`src/rtl/boot_pkg.sv`:
```
// Shared types and constants for the boot sequencer.
package boot_pkg;

   typedef enum logic [2:0] {
      LOAD     = 3'd0,
      SEND_ACK = 3'd1,
      WAIT_TX  = 3'd2,
      RUN      = 3'd3,
      QUIESCE  = 3'd4
   } boot_state_t;

   localparam logic [7:0] ACK_BYTE_DEF = 8'h06;
   localparam logic [7:0] NAK_BYTE_DEF = 8'h15;

endpackage

```
`src/rtl/boot_idle_timer.sv`:
```
// Idle-cycle counter for the boot loader. It counts while enabled and
// restarts from zero on clear. It raises tc for one cycle on the
// TIMEOUT_CYC-th consecutive idle cycle.
module boot_idle_timer #(
   parameter int TIMEOUT_CYC = 1_000_000
) (
   input  logic clk,
   input  logic arst,
   input  logic en,
   input  logic clr,
   output logic tc
);

   localparam int CW = $clog2(TIMEOUT_CYC + 1);

   logic [CW-1:0] cnt_q;

   // Count idle cycles, holding at the terminal value until cleared.
   always_ff @(posedge clk or posedge arst) begin
      if (arst) begin
         cnt_q <= '0;
      end else if (clr) begin
         cnt_q <= '0;
      end else if (en && (cnt_q != CW'(TIMEOUT_CYC))) begin
         cnt_q <= cnt_q + 1'b1;
      end
   end

   assign tc = en && !clr && (cnt_q == CW'(TIMEOUT_CYC - 1));

endmodule

```
`src/rtl/boot_sequencer.sv`:
```
// Boot sequencer. It owns the program-memory port and the CPU reset.
// While in LOAD it steers loader writes into memory. When loading is done
// it sends an ACK or NAK byte, then releases the CPU and hands the memory
// port to instruction fetch.
// Optional build macro BOOT_TIMEOUT_EN enables an rx-idle abort during LOAD.
module boot_sequencer
   import boot_pkg::*;
#(
   parameter int         DATA_W      = 32,
   parameter int         ADDR_W      = 8,
   parameter int         MEM_BYTES   = 256,
   parameter logic [7:0] ACK_BYTE    = ACK_BYTE_DEF,
   parameter logic [7:0] NAK_BYTE    = NAK_BYTE_DEF,
   parameter int         TIMEOUT_CYC = 1_000_000
) (
   input  logic              clk,
   input  logic              arst,
   input  logic              reload_req,
   input  logic              rx_byte_vld,
   input  logic              ld_we,
   input  logic [ADDR_W-1:0] ld_addr,
   input  logic [DATA_W-1:0] ld_data,
   input  logic              ld_done,
   input  logic [ADDR_W-1:0] cpu_addr,
   input  logic              tx_done,
   output logic              mem_we,
   output logic [ADDR_W-1:0] mem_addr,
   output logic [DATA_W-1:0] mem_wdata,
   output logic              cpu_rst,
   output logic              loader_en,
   output logic              tx_start,
   output logic [7:0]        tx_data,
   output logic [ADDR_W-1:0] inst_count,
   output logic              err
);

   boot_state_t       state_q, state_d;
   logic [ADDR_W-1:0] inst_count_q;
   logic              err_q;
   logic [7:0]        tx_data_q;
   logic              cpu_rst_q;
   logic              wr_ok;
   logic              wr_bad;
   logic              timeout_tc;

   // A full word must fit, so the last legal byte address is MEM_BYTES-4.
   function automatic logic in_range(input logic [ADDR_W-1:0] a);
      return (int'(a) <= (MEM_BYTES - 4));
   endfunction

   // The instruction counter saturates instead of wrapping.
   function automatic logic [ADDR_W-1:0] sat_inc(input logic [ADDR_W-1:0] c);
      return (c == '1) ? c : c + 1'b1;
   endfunction

`ifdef BOOT_TIMEOUT_EN
   logic armed_q;

   // Arm the idle watchdog on the first received byte of a load.
   always_ff @(posedge clk or posedge arst) begin
      if (arst) begin
         armed_q <= 1'b0;
      end else if (state_q != LOAD) begin
         armed_q <= 1'b0;
      end else if (rx_byte_vld) begin
         armed_q <= 1'b1;
      end
   end

   boot_idle_timer #(
      .TIMEOUT_CYC (TIMEOUT_CYC)
   ) u_idle_timer (
      .clk  (clk),
      .arst (arst),
      .en   (armed_q),
      .clr  (rx_byte_vld || (state_q != LOAD)),
      .tc   (timeout_tc)
   );
`else
   localparam int unused_timeout_cyc = TIMEOUT_CYC;
   logic unused_rx_byte_vld;
   assign unused_rx_byte_vld = rx_byte_vld;
   assign timeout_tc         = 1'b0;
`endif

   // State register.
   always_ff @(posedge clk or posedge arst) begin
      if (arst) begin
         state_q <= LOAD;
      end else begin
         state_q <= state_d;
      end
   end

   // Next-state logic, memory-port steering and TX strobe.
   always_comb begin
      state_d   = state_q;
      mem_we    = 1'b0;
      mem_addr  = '0;
      mem_wdata = '0;
      loader_en = 1'b0;
      tx_start  = 1'b0;
      tx_data   = tx_data_q;
      wr_ok     = 1'b0;
      wr_bad    = 1'b0;
      case (state_q)
         LOAD: begin
            loader_en = 1'b1;
            mem_addr  = ld_addr;
            mem_wdata = ld_data;
            wr_ok     = ld_we && in_range(ld_addr);
            wr_bad    = ld_we && !in_range(ld_addr);
            mem_we    = wr_ok;
            if (timeout_tc || ld_done) begin
               state_d = SEND_ACK;
            end
         end
         SEND_ACK: begin
            tx_start = 1'b1;
            tx_data  = err_q ? NAK_BYTE : ACK_BYTE;
            state_d  = WAIT_TX;
         end
         WAIT_TX: begin
            if (tx_done) begin
               state_d = err_q ? LOAD : RUN;
            end
         end
         RUN: begin
            mem_addr = cpu_addr;
            if (reload_req) begin
               state_d = QUIESCE;
            end
         end
         QUIESCE: begin
            state_d = LOAD;
         end
         default: begin
            state_d = LOAD;
         end
      endcase
   end

   // Load bookkeeping, the held TX byte and the registered CPU reset.
   always_ff @(posedge clk or posedge arst) begin
      if (arst) begin
         inst_count_q <= '0;
         err_q        <= 1'b0;
         tx_data_q    <= 8'h00;
         cpu_rst_q    <= 1'b1;
      end else begin
         cpu_rst_q <= (state_d != RUN);
         if (state_q == SEND_ACK) begin
            tx_data_q <= tx_data;
         end
         if (wr_ok) begin
            inst_count_q <= sat_inc(inst_count_q);
         end
         if (wr_bad || timeout_tc) begin
            err_q <= 1'b1;
         end
         if ((state_q == WAIT_TX) && tx_done && err_q) begin
            inst_count_q <= '0;
         end
         if (state_q == QUIESCE) begin
            inst_count_q <= '0;
            err_q        <= 1'b0;
         end
      end
   end

   assign cpu_rst    = cpu_rst_q;
   assign inst_count = inst_count_q;
   assign err        = err_q;

endmodule

```
`config.mk`:
```
export PLATFORM = sky130hd
export DESIGN_NAME = boot_sequencer
export DESIGN_NICKNAME = d
export VERILOG_FILES = /design/src/rtl/boot_pkg.sv /design/src/rtl/boot_idle_timer.sv /design/src/rtl/boot_sequencer.sv
export SDC_FILE = /design/constraint.sdc
export NUM_CORES = 1
export LEC_CHECK = 0
export ABC_AREA = 1
export CORE_ASPECT_RATIO = 1.2
export CORE_MARGIN = 4
export CORE_UTILIZATION = 34
export CTS_CLUSTER_DIAMETER = 150
export DETAILED_ROUTE_END_ITERATION = 12
export GPL_ROUTABILITY_DRIVEN = 0
export GPL_TIMING_DRIVEN = 0
export HOLD_SLACK_MARGIN = 0.1
export PLACE_DENSITY = 0.86
export SETUP_SLACK_MARGIN = 0.4
export SLEW_MARGIN = 15
export SYNTH_ARGS = -nofsm -noshare
export SYNTH_HDL_FRONTEND = slang
export SYNTH_SLANG_ARGS = --single-unit
```
`constraint.sdc`:
```
create_clock -name clk -period 1.35 [get_ports clk]
set_input_delay 0.135 -clock clk [delete_from_list [all_inputs] [get_ports clk]]
set_output_delay 0.135 -clock clk [all_outputs]
set_load 0.005 [all_outputs]
```
==> results of run 1 <==
-- metal layers --
| metal | global-route usage (%) | up-vias |
|---|---|---|
| met5 | 0 | - |
| met4 | 7.16 | 0 |
| met3 | 7.27 | 27 |
| met2 | 42.7 | 137 |
| met1 | 26.8 | 1070 |
| li1 | - | 1058 |
-- what timing repair did --
item                                    4_1_cts  5_1_grt
buffers inserted                             42       17
pin swaps                                     8       19
cloned                                        3        3
endpoints found under the setup margin       81      101
resized for setup                           229      107
-- flip-flops by register name, indices dropped and copies added (netlist names) --
name,cells
inst_count,8
tx_data_q,8
state_q,3
cpu_rst,1
err,1
-- synthesized netlist by cell type, types with 2 or more instances --
library cell / n / share of area, %
o21a_1: 2 / 1.0
a22o_1: 8 / 4.7
nand2_2: 3 / 1.3
o21bai_1: 2 / 1.0
o21ai_2: 2 / 1.2
nand2_1: 46 / 12
nand3_1: 15 / 5.0
a21oi_1: 2 / 0.67
inv_2: 7 / 1.8
dfrtp_1: 20 / 33
inv_1: 52 / 13
or2_2: 3 / 1.3
buf_2: 3 / 1.0
nand3b_1: 2 / 1.0
nor2_1: 51 / 13
-- kinds of logic (layout without fill, tap and decap cells) --
family	count (synthesis)	count (layout)	share of synthesized area, %
flops	21	21	35.2
buf+inv	62	243	15.8
compound gates	19	19	9.62
fa+ha+maj	1	1	0.837
simple gates	126	128	38.5
-- power by group --
group          switching [mW]  leakage [nW]  internal [mW]
registers               0.169         0.261          0.809
logic                    2.58          1.67           3.03
clock network           0.215        0.0255          0.206
total                    2.97          1.95           4.05
-- cell type report --
cell class	count	area, um2
repair buffers	175	1590
clock inverters	1	5.00
plain buffers	3	55.1
flip-flops and latches	21	533
multi-input cells	148	1110
repair inverters	2	23.8
clock buffers	3	41.3
well taps	56	70.1
fillers	240	592
inverters	59	245
-- worst max path at each step --
| stage | to | slack, ns | depth (start not counted) | start |
|---|---|---|---|---|
| 3_3_place_gp | tx_data[0] | -0.42 | 7 | state_q[0]$_DFF_PP0_ |
| 4_1_cts | mem_wdata[6] | -0.54 | 5 | state_q[0]$_DFF_PP0_ |
| 2_1_floorplan | inst_count[3]$_DFFE_PP0P_ | 0.10 | 8 | inst_count[1]$_DFFE_PP0P_ |
| 5_1_grt | mem_we | -0.48 | 8 | state_q[1]$_DFF_PP0_ |
| 3_5_place_dp | tx_data[1] | -0.44 | 7 | state_q[0]$_DFF_PP0_ |
| 6_report | mem_we | -0.41 | 8 | state_q[1]$_DFF_PP0_ |
==> results.md, run 1 <==
* Status: finished, violations left
* Violated checks: setup timing
* CTS Buf Count at 3
* RSZ-0062 raised after global routing: true
* Drt first pass iters at 4
* Startpoint Class: flop
* Design Area, Final at 3670 um2
* Post-Route WL at a little over 8 mm
* Initial DRC Count at around 130
* CTS Sinks at 21
* Library cells used by synthesis at 26
* Vias in the first global route at 2,111
* Crit path cell chain: nor2_4 > nand2_4 > buf_6 > buf_6 > nor2_4 > inv_2 > a21oi_2 > buf_2
* Top FF cell, synth: dfrtp_1
* Pre-CTS setup slack at -0.445 ns
* Nets@finish at approximately 470
* Hold_ws at about 0.23 ns
* Cell Area, Synth at 1500 um2
* FF-to-FF End: inst_count[6]$_DFFE_PP0P_
* Crit path buf inv count at 4
* H-tree depth at 1
* Non-Filler Instances at between 400 and 500
* Largest net degree at the start of global routing at 22
* Endpoint type of the worst setup path: primary output
* Clock input transition at the sequential cells of the worst setup and hold paths at about 0.08 ns
* Final period util at 130%
* Power per cell area at around 1900 nW/um2
* Top Ports at roughly 120
* YS warnings at 0
* Starting Density at 35.1%
* Placed cell area at 2940 um2
* Die width at ~69 um
* Slew @ Worst Pin at 0.476 ns
* Metal2 WL at ~4.1 mm
* Setup ws final at -0.410 ns
* Reg2Reg Depth at 11
* Post-layout total power at about 7 mW
* Max stage delay on crit path at 0.44 ns
* Via Count at ~2,300
* Vias per inst at slightly below 5
* CP max FO at 4
* Input/output buffers at 114
* Arrival @ worst endpoint at 1.63 ns
* R2r startpoint: state_q[1]$_DFF_PP0_
* Post-synth EDFFs at 0
* Ant. Diodes at 0
* Die area at ~5500 um2
* Hold Buf Count CTS at 0
* Leak at ~2.0 nW
* Crit path max-delay family: flip-flops
* Placed cells at between 300 and 400
* Fin Setup TNS at -18.14 ns
* FF-to-FF setup slack at -0.39 ns
* Most common cell after layout, fill and taps aside: clkdlybuf4s50_1
* Setup Skew at 0.00300 ns
* Mean Syn Cell Area at 6.53 um2
* Pins over their slew limit at 0
* Hold WC Path Type: input pin to async pin
* Die height at around 80 um
* Clock buffer depth at 2
* CTS tree: done
* Synth async-reset ratio at 100%
* Root Buffer: clkbuf_8
* Met3 WL at around 990 um
* Final setup fails at 64
* VDD IR max at around 1.5 mV
* ANT nets after route at 0
* Max layer used: met4
* Slowest-stage cell, CP: dfrtp_2
* First-pass GRT wire length at slightly above 10 mm
* Gr ovfl total at 0
* Crit Path Class: flop to primary output
* Tmin final at 1.76 ns
* Post-Synthesis Cells at 229
* Slew headroom at 68.2%
* Rows at 26
* Worst EP required at between 1 and 1.5 ns
* Area grow syn2layout at 145%
* Final HPWL DP at roughly 4.4 mm
* Metal1 wirelength at 2.70 mm
* Syn Nets at roughly 290
* Fin util at between 80 and 90%
* # DRC at 0
* Max Freq at ~570 MHz
* Routed len/inst at around 17 um
* Most frequent cells in the layout: 53 x clkdlybuf4s50_1, 50 x buf_6, 44 x inv_1, 33 x buf_2, 28 x nand2_1
* GRT Total Usage at roughly 24%
* Core area at 4260 um2
* Final hold vios at 0
* Initial antenna violation count at 0
* Register bit total from synthesis at 21
* Max Cap Viol at 0
* Share of cells above drive strength 1 at a little over half
* Seq/Total Area, Yosys at a little over a third
* Insertion delay to the later sink of the worst-skew pair at about 0.27 ns
(Power assumes the default switching activity.)
==> inputs of run 2 (changes only) <==
--- a/config.mk
+++ b/config.mk
@@ -15,7 +15,6 @@
 export GPL_TIMING_DRIVEN = 0
 export HOLD_SLACK_MARGIN = 0.1
 export PLACE_DENSITY = 0.86
-export SETUP_SLACK_MARGIN = 0.4
 export SLEW_MARGIN = 15
 export SYNTH_ARGS = -nofsm -noshare
 export SYNTH_HDL_FRONTEND = slang
==> results.md, run 2 (same netlist as run 1, synthesis figures left out) <==
* H-tree depth at 1
* CTS tree: done
* Post-Route WL at between 6 and 7 mm
* Final period util at 124%
* # DRC at 0
* Arrival @ worst endpoint at around 1.5 ns
* Via Count at 2,102
* Post-layout total power at between 5 and 6 mW
* Setup ws final at -0.326 ns
* Most frequent cells in the layout: 56 x clkdlybuf4s50_1, 46 x inv_1, 41 x buf_2, 38 x nand2_1, 32 x buf_6
* Root Buffer: clkbuf_8
* Hold Buf Count CTS at 0
* VDD IR max at about 1 mV
* Largest net degree at the start of global routing at 22
* ANT nets after route at 0
* Most common cell after layout, fill and taps aside: clkdlybuf4s50_1
* Status: finished, violations left
* Design Area, Final at ~3300 um2
* CTS Sinks at 21
* Hold WC Path Type: input pin to async pin
* Max Cap Viol at 0
* Critical path origin: state_q[0]$_DFF_PP0_
* Max Freq at roughly 600 MHz
* Ant. Diodes at 0
* Nets@finish at roughly 450
* Drt first pass iters at 4
* Slew headroom at between 40 and 50%
* Leak at about 1.8 nW
* Clock buffer depth at 2
* Endpoint type of the worst setup path: primary output
* Reg power frac at between 15 and 20%
* Vias per inst at around 4.7
* Area grow syn2layout at 122%
* Setup Skew at 0.00501 ns
* Crit Path Class: flop to primary output
* Die width at 68.5 um
* Die area at around 5500 um2
* Initial antenna violation count at 0
* Rows at 26
* Clock input transition at the sequential cells of the worst setup and hold paths at 0.09 ns
* Core area at approximately 4300 um2
* CTS Buf Count at 3
* Psw at between 2 and 3 mW
* Fin util at approximately 78%
* GRT Total Usage at between 20% and 30%
* R2r startpoint: state_q[0]$_DFF_PP0_
* Top Ports at around 120
* RSZ-0062 raised after global routing: true
* First-pass GRT wire length at a little over 10 mm
* Initial DRC Count at 95
* Pint at 3.39 mW
* Starting Density at about a third
* Violated checks: setup timing
* Final HPWL DP at 4.53 mm
* Slew @ Worst Pin at slightly above 0.8 ns
* Clock Power Share at between 7 and 8%
* Startpoint Class: flop
* Final hold vios at 0
* Comb pwr share at around three quarters
* Pins over their slew limit at 0
* Gr ovfl total at 0
* Vias in the first global route at 2,108
* Worst EP required at 1.22 ns
* Share of cells above drive strength 1 at 43.3%
* Insertion delay to the later sink of the worst-skew pair at about 0.27 ns
* Switching Share at around 43%
* Input/output buffers at around 110
* Die height at a little over 80 um
* Power per cell area at about 1800 nW/um2
* Routed len/inst at 15.4 um
* CP max FO at 8
* Pre-CTS setup slack at -0.437 ns
* Placed cell area at roughly 2700 um2
* Final setup fails at 60
* Tmin final at 1.68 ns
run 2: changes by cell type in the layout (fill, tap and decap cells not counted), moves of 6 or more:
cell	delta
buf_2	+8
nor2_1	+9
nor2_4	-6
clkbuf_2	-14
nand2_1	+10
nand2_2	-6
buf_6	-18
run 2: what timing repair did:
action,in CTS,in global routing
endpoints found under the setup margin,66,67
resized for setup,290,47
pin swaps,12,13
gates cloned,4,0
setup buffers,35,14
run 2: through the flow:
step / hold WS [ns] / instances / setup TNS [ns]
after floorplan: 0.111 / 229 / 0
after global placement: 0.444 / 399 / -17.11
after detailed placement: 0.451 / 399 / -18.55
after CTS: 0.350 / 442 / -12.63
after global routing: 0.404 / 451 / -16.71
final: 0.318 / 451 / -13.05
run 2: worst paths after layout:
path                                             endpoint  slack (ns)  cells past startpoint
min in group clk                     state_q[0]$_DFF_PP0_        0.45                      3
worst min register to register   tx_data_q[2]$_DFFE_PP0P_        0.50                      1
worst max-delay path                          mem_addr[7]       -0.33                      7
max in group asynchronous       inst_count[5]$_DFFE_PP0P_        0.48                      2
worst min-delay path             tx_data_q[7]$_DFFE_PP0P_        0.32                      2
worst max register to register  inst_count[4]$_DFFE_PP0P_       -0.22                      9
run 2: critical path, stage by stage (launching register included):
cell and delay, ns:
dfrtp_2 0.46, nor2_4 0.19, nand2_8 0.11, buf_12 0.15, clkinv_8 0.05, buf_6 0.08
a22o_1 0.12, buf_2 0.12
run 2: power by group through the flow:
| stage | registers [mW] | logic [mW] | clock network, mW |
|---|---|---|---|
| 6_report | 0.983 | 4.50 | 0.439 |
| 3_3_place_gp | 0.973 | 2.95 | 0 |
| 3_5_place_dp | 0.980 | 2.99 | 0 |
| 5_1_grt | 1.00 | 4.82 | 0.458 |
| 4_1_cts | 0.976 | 3.97 | 0.436 |
| 2_1_floorplan | 0.954 | 1.29 | 0 |
run 2: final cells by class:
class                   instances  area (um2)
plain buffers                   1        15.0
clock buffers                   3        41.3
clock inverters                 1        7.51
fillers                       302         950
inverters                      59         236
multi-input cells             148         995
flip-flops and latches         21         531
well taps                      56        70.1
repair buffers                160        1400
repair inverters                2        16.3
run 2: metal layers:
layer	track usage, %	up-vias	share of wire [%]
met5	0	-	0
li1	-	1017	-
met4	5.77	0	1.2
met1	28.0	961	37
met2	45.2	116	49
met3	6.15	8	13
==> patch, RTL diff (flow settings as in run 1) <==
Register the output `loader_en`; this adds one clock of latency there. The other outputs are not delayed to match.
--- a/src/rtl/boot_sequencer.sv
+++ b/src/rtl/boot_sequencer.sv
@@ -34,4 +34,6 @@
    output logic              err
 );
+
+   logic loader_en_d;
 
    boot_state_t       state_q, state_d;
@@ -99,5 +101,5 @@
       mem_addr  = '0;
       mem_wdata = '0;
-      loader_en = 1'b0;
+      loader_en_d = 1'b0;
       tx_start  = 1'b0;
       tx_data   = tx_data_q;
@@ -106,5 +108,5 @@
       case (state_q)
          LOAD: begin
-            loader_en = 1'b1;
+            loader_en_d = 1'b1;
             mem_addr  = ld_addr;
             mem_wdata = ld_data;
@@ -173,4 +175,8 @@
    assign err        = err_q;
 
+   always_ff @(posedge clk) begin
+      loader_en <= loader_en_d;
+   end
+
 endmodule
 
Behaviour: not the same (Yosys sat finds a counterexample within 4 cycles, from zero or initial values and one cycle with arst high).
==> patch against run 1 <==
The run still ends with negative setup slack left. Area after synthesis up 1.3%. Sequential cell count up 1. Non-clock buffer count down 16. Clock skew up 0.0081 ns. Wire length down 14%. Final area down 2.6%. Via count down 3.2%. Total power down 5.9%. Setup slack better by 0.0040 ns. Register-to-register slack better by 0.08 ns. Global-route usage down 2.9 points. Critical endpoint is now tx_data[2].
==> patch: results <==
set metrics [dict create \
    final_layout_size_suffix_gt1_share_pct 53.3 \
    timing.clock.skew_ns 0.0111 \
    run_status "complete, but fails checks" \
    synth-seq-area-share_pct 36.1 \
    peakVddDrop_mv 1.41 \
    p_leak_nw 1.85 \
    worst-path-max-fanout 3 \
    internal_power_mw 3.86 \
    post-route-worst-setup-slack_ns -0.406 \
    global_route_wire_length_before_repair_um 9180 \
    iter_0_drt_violations 113 \
    clock_tree.htree_level_count 1 \
    ys_types 27 \
    synth-async-reset-ratio_pct 95.5 \
    placed_cell_area_um2 2960 \
    design.final.nets 453 \
    failed_checks "negative setup slack" \
    post_cts_repair_resize_count 247 \
    hpwl_um 3900 \
    syn_nets 286 \
    setup-violations-final 61 \
    gr-usage-all-layers_pct 21.2 \
    postCtsSetupRepairBufs 32 \
    max_slew_margin_pct 66.5 \
    number_of_global_route_vias_before_repair 2048 \
]
[patch: cell types whose count changed after synthesis, sizes merged]
cell          run 1  this run
dfxtp             0         1
[patch: per-stage QoR]
| stage | utilization [%] | std cells | TNS, ns | hold slack, ns | power [mW] |
|---|---|---|---|---|---|
| after detailed placement | 69.0 | 400 | -15.72 | 0.453 | 4.54 |
| after floorplan | - | 230 | 0 | 0.111 | 2.87 |
| after global routing | 83.3 | 452 | -18.82 | 0.274 | 6.99 |
| final | 83.3 | 452 | -15.46 | 0.227 | 6.60 |
| after CTS | 75.8 | 439 | -12.42 | 0.249 | 5.58 |
| after global placement | 69.0 | 400 | -15.15 | 0.447 | 4.46 |
[patch: cell families (layout without fill, tap and decap cells)]
group	after synthesis	after routing	synth area share (%)
adder cells (fa/ha/maj)	1	1	0.826
buffers and inverters	62	226	15.6
AO/OA/AOI/OAI	19	19	9.50
flip-flops	22	22	36.1
AND/OR/NAND/NOR	126	128	38.0
[patch: layout make-up]
type | count | area [um2]
inverters | 59 | 243
repair buffers | 159 | 1450
fillers | 253 | 718
repair inverters | 1 | 7.51
multi-input cells | 148 | 1120
plain buffers | 3 | 60.1
well taps | 56 | 70.1
flip-flops and latches | 22 | 553
clock inverters | 1 | 30.0
clock buffers | 3 | 41.3
[patch: worst paths after layout]
path	startpoint	end	slack, ns	cells after the start
setup / recovery	state_q[0]	tx_data[2]	-0.41	8
hold / removal	arst	inst_count[4]	0.23	2
setup reg to reg	state_q[1]	inst_count[7]	-0.31	10
hold reg to reg	tx_data_q[2]	tx_data_q[2]	0.49	1
max in group asynchronous	arst	cpu_rst	0.78	2
min in group clk	ld_done	state_q[0]	0.39	3
[patch: per-layer routing]
layer | share of wire [%] | track usage, %
met1 | 34 | 24.3
met5 | 0 | 0
met2 | 52 | 38.1
met3 | 13 | 5.67
met4 | 1.5 | 5.46
[patch: power by group through the flow]
stage,Sequential (mW),Clock [mW],Combinational [mW]
2_1_floorplan,1.01,0,1.86
5_1_grt,1.04,0.667,5.28
3_5_place_dp,1.03,0,3.51
6_report,1.03,0.650,4.92
3_3_place_gp,1.02,0,3.44
4_1_cts,1.00,0.625,3.95
[patch: critical path, cell delays in order, from the launching register on]
cell and delay (ns):
sky130_fd_sc_hd__dfrtp_2 0.45, sky130_fd_sc_hd__inv_2 0.08, sky130_fd_sc_hd__nor3_4 0.04, sky130_fd_sc_hd__buf_4 0.14
sky130_fd_sc_hd__buf_6 0.11, sky130_fd_sc_hd__buf_6 0.10, sky130_fd_sc_hd__buf_6 0.10, sky130_fd_sc_hd__or2_4 0.22
sky130_fd_sc_hd__buf_6 0.11
